==> config.mk <==
export PLATFORM = sky130hd
export DESIGN_NAME = imm_gen_stage
export DESIGN_NICKNAME = d
export VERILOG_FILES = /design/src/rtl/imm_gen_stage.sv
export SDC_FILE = /design/constraint.sdc
export NUM_CORES = 1
export LEC_CHECK = 0
export CAP_MARGIN = 5
export CORE_UTILIZATION = 47
export CTS_CLUSTER_SIZE = 28
export DETAILED_ROUTE_END_ITERATION = 16
export PLACE_DENSITY = 0.75
export RECOVER_POWER = 25
export SLEW_MARGIN = 20
export SYNTH_ARGS = -nofsm -noshare
export SYNTH_HDL_FRONTEND = slang
export SYNTH_SLANG_ARGS = --single-unit
export TNS_END_PERCENT = 1
==> constraint.sdc <==
create_clock -name clk -period 1.6 [get_ports clk]
set_input_delay 0.32 -clock clk [delete_from_list [all_inputs] [get_ports clk]]
set_output_delay 0.32 -clock clk [all_outputs]
set_load 0.01 [all_outputs]
==> src/rtl/imm_gen_stage.sv <==
// imm_gen_stage: pipelined XLEN immediate generator with 2-entry skid buffer, flush and stall counter
module imm_gen_stage #(
  parameter int XLEN  = 32,
  parameter int CNT_W = 16
) (
  input  logic             clk,
  input  logic             rst_n,
  input  logic             flush,
  input  logic             in_valid,
  output logic             in_ready,
  input  logic [31:0]      in_inst,
  input  logic [2:0]       in_sel,
  output logic             out_valid,
  input  logic             out_ready,
  output logic [XLEN-1:0]  out_imm,
  output logic [2:0]       out_sel,
  output logic             out_illegal,
  output logic [CNT_W-1:0] stall_cnt
);
  if (XLEN != 32 && XLEN != 64) begin : g_bad_xlen
    $error("imm_gen_stage: XLEN must be 32 or 64");
  end
  typedef enum logic [1:0] {EMPTY, ONE, FULL} state_e;
  typedef struct packed {
    logic            ill;
    logic [2:0]      sel;
    logic [XLEN-1:0] imm;
  } entry_t;
  state_e state_q, state_d;
  entry_t new_e, m_q, m_d, k_q, k_d;
  logic [CNT_W-1:0] cnt_q, cnt_d;
  logic [31:0] imm32;
  logic accept, pop, unused_opcode;
  assign unused_opcode = ^in_inst[6:0];
  assign imm32 = (in_sel == 3'd0) ? {in_inst[31:12], 12'b0} :
                 (in_sel == 3'd1) ? {{20{in_inst[31]}}, in_inst[31:20]} :
                 (in_sel == 3'd2) ? {{20{in_inst[31]}}, in_inst[31:25], in_inst[11:7]} :
                 (in_sel == 3'd3) ? {{19{in_inst[31]}}, in_inst[31], in_inst[7], in_inst[30:25], in_inst[11:8], 1'b0} :
                 (in_sel == 3'd4) ? {{11{in_inst[31]}}, in_inst[31], in_inst[19:12], in_inst[20], in_inst[30:21], 1'b0} :
                 (in_sel == 3'd5) ? {27'b0, in_inst[19:15]} : 32'b0;
  // Every 32-bit form is already correctly extended, so RV64 just replicates bit 31
  always_comb begin
    new_e.imm = {XLEN{imm32[31]}};
    new_e.imm[31:0] = imm32;
    new_e.sel = in_sel;
    new_e.ill = &in_sel[2:1];
  end
  assign in_ready    = state_q != FULL;
  assign out_valid   = state_q != EMPTY;
  assign accept      = in_valid && in_ready;
  assign pop         = out_valid && out_ready;
  assign out_imm     = m_q.imm;
  assign out_sel     = m_q.sel;
  assign out_illegal = m_q.ill;
  assign stall_cnt   = cnt_q;
  assign cnt_d = (out_valid && !out_ready && !(&cnt_q)) ? cnt_q + CNT_W'(1) : cnt_q;
  always_comb begin
    state_d = state_q;
    m_d = m_q;
    k_d = k_q;
    if (flush) state_d = EMPTY;
    else
      case (state_q)
        EMPTY: if (accept) begin
          state_d = ONE;
          m_d = new_e;
        end
        ONE: if (accept && pop) m_d = new_e;
          else if (accept) begin
            state_d = FULL;
            k_d = new_e;
          end
          else if (pop) state_d = EMPTY;
        FULL: if (pop) begin
          state_d = ONE;
          m_d = k_q;
        end
        default: state_d = EMPTY;
      endcase
  end
  always_ff @(posedge clk or negedge rst_n)
    if (!rst_n) begin
      state_q <= EMPTY;
      m_q <= '0;
      k_q <= '0;
      cnt_q <= '0;
    end else begin
      state_q <= state_d;
      m_q <= m_d;
      k_q <= k_d;
      cnt_q <= cnt_d;
    end
endmodule

==> flow_summary_export.csv <==
group,metric,value,unit
min_path,whs_path_depth,2,
floorplanning,die_y,101,um
placement,dpl-instance-area,0.00615,mm2
critical_path,r2r_slack,-0.02,ns
placement,hpwl,8320,um
yosys,synth_flop_cell,"dfrtp_1",
critical_path,endpoint_kind,"output port",
pwr,p_total,0.00661,W
min_path,hold_end,"k_q[11]$_DFFE_PN0P_",
critical_path,path_max_fanout,5,
timing,drv_slew,0,
cells_and_area,fin_area,0.00658,mm2
critical_path,reg2reg_from,"state_q[1]$_DFFE_PN0P_",
floorplanning,rows,35,
yosys,synth_area_leaders,"dfrtp_1, mux2_4, nand2_1",
yosys,synthArstFlopShare,100,%
timing,period_minus_slack,1.65,ns
timing,setup_viol,10,
min_path,hold_start,"k_q[11]$_DFFE_PN0P_",
min_path,hp-class,"register to register",
routing,wl_per_cell,15.8,um
routing,routed_wl,11600,um
yosys,syn_nets,495,
placement,portBuffers,86,
floorplanning,die-area,0.0103,mm2
pwr,power_density,1000,mW/mm2
global_route,track_usage,23.5,%
routing,drc,0,
critical_path,worstPathArrival,1.33,ns
timing,post-route-period-util,103,%
cts,clkSlewWorstSetupHoldPaths,0.09,ns
floorplanning,ioPinCount,94,
cells_and_area,fillers,699,
yosys,synth_top_area_share,48.5,%
flow_run,maxCapViolations,0,
floorplanning,start_util,49.3,%
global_route,gr-total-overflow,0,
critical_path,crit_type,"register to output port",
yosys,mappedNetlistArea,0.00464,mm2
routing,postRouteAntennaNets,0,
timing,layout_setup_ws,-0.0474,ns
global_route,grt_max_degree,51,
yosys,ys_warn_count,0,
yosys,synthCells,454,
cts,cts.sinks,90,
cts,cts_buffer_depth,2,
cts,cts_tree,"done",
placement,dp_slack,-0.519,ns
yosys,synth-seq-area-share,48.5,%
routing,firstDrtPassIters,5,
cells_and_area,n_antenna_cell,0,
timing,slew_headroom,60.5,%
routing,via_count,4030,
floorplanning,die_x,101,um
cells_and_area,fin_nets,640,
critical_path,reg2reg_depth,6,
cells_and_area,drive_gt1_share,28.3,%
critical_path,start_kind,"register",
timing,worst_pin_slew,0.592,ns
timing,finalHoldViolations,0,
cts,cts_made_buffers,9,
cts,clk_latency,0.35,ns
placement,place_congestion,0.829,
timing,skew,0.0160,ns
yosys,ys_types,49,
timing,tns,-0.136,ns
global_route,antenna_found_initial,0,
cts,htree_levels,3,
cts,clockRootBuffer,"clkbuf_8",
outcome,status,"finished with violations",
cells_and_area,fin_util,69.9,%
outcome,violations,"negative setup slack",
floorplanning,coreArea,0.00942,mm2
cells_and_area,syn2layout_area_growth,41.7,%
pwr,vdd_drop_max,0.623,mV
yosys,synth-seq-cells,90,
routing,routed_via_density,5.50,
timing,max_freq,0.607,GHz
critical_path,critPathRequiredTime,1.28,ns
yosys,synth_largest_area_cell,"dfrtp_1",
pwr,power.leakage,3.45,nW
routing,drt_first_iter_violations,168,
global_route,grt_pass1_vias,3903,
timing,rsz0062_at_grt,"true",
yosys,synth_edf_count,0,
global_route,grt_pass1_wl,18900,um
yosys,syn_avg_cell_area,10.2,um2
critical_path,r2r_end,"out_imm[29]$_DFFE_PN0P_",
state kept, by name (all words and copies together), names as in the netlist:
register     count
k_q             36
out_illegal      1
out_imm         32
out_sel          3
stall_cnt       16
state_q          2
cell families after synthesis:
group	share of synthesized area, %
and+or+nand+nor	17.8
adders and majority gates	0.269
AOI/OAI and AO/OA	13.4
buffers and inverters	4.53
muxes	13.5
xor gates and xnor gates	1.89
DFF	48.5
metrics by stage:
stage | hold slack [ns] | cells
2_1_floorplan | 0.0244 | 454
3_3_place_gp | 0.237 | 713
3_5_place_dp | 0.241 | 713
4_1_cts | 0.391 | 733
5_1_grt | 0.493 | 733
6_report | 0.483 | 733
timing repair:
| item | 4_1_cts | 5_1_grt |
|---|---|---|
| gates cloned | 0 | 0 |
| pin swaps | 0 | 2 |
| setup buffers | 3 | 0 |
| gates resized for setup | 41 | 58 |
| endpoints found under the hold margin | 21 | 0 |
| hold buffers | 1 | 0 |
| setup endpoints to repair | 69 | 76 |
area by class of cell:
type	instances	area [um2]	area share (%)
timing repair buffer	165	1570	23.8
inverter	11	43.8	0.665
sequential	90	2250	34.2
clock inverter	5	61.3	0.932
clock buffer	11	141	2.15
tap	129	161	2.45
multi-input combinational	322	2350	35.7
Yosys cell counts, drive strengths merged (3+ instances only):
cell / count
xor2: 5
xnor2: 5
nor2b: 3
a41oi: 6
and2: 7
nand4b: 3
o221ai: 4
nand2: 67
a22oi: 9
nor3: 10
inv: 11
nand3: 21
nand2b: 5
dfrtp: 90
a21o: 6
nand4: 4
nand3b: 4
clkbuf: 13
o21ai: 18
mux2i: 11
buf: 18
nor2: 33
a31oi: 31
a21oi: 10
mux2: 38
critical path, stage by stage (launching register included):
cell and delay [ns]:
dfrtp_1 0.42, buf_4 0.17, or2_2 0.26, buf_2 0.14
placed cells by master (no fill, tap or decap), drive strengths merged, types with 2 or more instances in the layout:
cell type,netlist,final
a21o,6,6
a21oi,10,10
a22oi,9,9
a2bb2oi,2,2
a31oi,31,31
a41oi,6,6
and2,7,7
and3,2,2
and3b,2,2
and4,2,2
buf,18,79
clkbuf,13,13
clkdlybuf4s50,0,29
clkinv,0,2
dfrtp,90,90
dlygate4sd2,0,27
dlymetal6s2s,0,27
inv,11,13
mux2,38,38
mux2i,11,11
nand2,67,67
nand2b,5,5
nand3,21,21
nand3b,4,4
nand4,4,4
nand4b,3,3
nor2,33,33
nor2b,3,3
nor3,10,10
o21ai,18,18
o221ai,4,4
or2,2,2
or3,2,2
xnor2,5,5
xor2,5,5
report_power, final:
group | switching [W] | internal, W | total, W
Combinational | 0.000888 | 0.00110 | 0.00199
Clock | 0.000839 | 0.000779 | 0.00162
Sequential | 0.000262 | 0.00274 | 0.00301
layer usage:
| metal | track usage (%) | up-vias | share of wire, % |
|---|---|---|---|
| met3 | 3.31 | 10 | 3.9 |
| met4 | 6.91 | 0 | 0.90 |
| li1 | - | 1903 | - |
| met2 | 38.3 | 104 | 49 |
| met1 | 32.9 | 2013 | 46 |
| met5 | 0 | - | 0 |
how the worst max path moves through the flow:
stage	from	to	slack [ns]	cells past startpoint
6_report	state_q[0]$_DFFE_PN0P_	out_valid	-0.05	3
5_1_grt	state_q[0]$_DFFE_PN0P_	out_valid	-0.10	3
4_1_cts	state_q[1]$_DFFE_PN0P_	in_ready	-0.07	3
3_5_place_dp	in_sel[0]	out_imm[2]$_DFFE_PN0P_	-0.52	6
3_3_place_gp	in_sel[0]	out_imm[12]$_DFFE_PN0P_	-0.46	7
2_1_floorplan	state_q[0]$_DFFE_PN0P_	out_illegal$_DFFE_PN0P_	-0.01	6
Power figures use the tool's default switching activity.
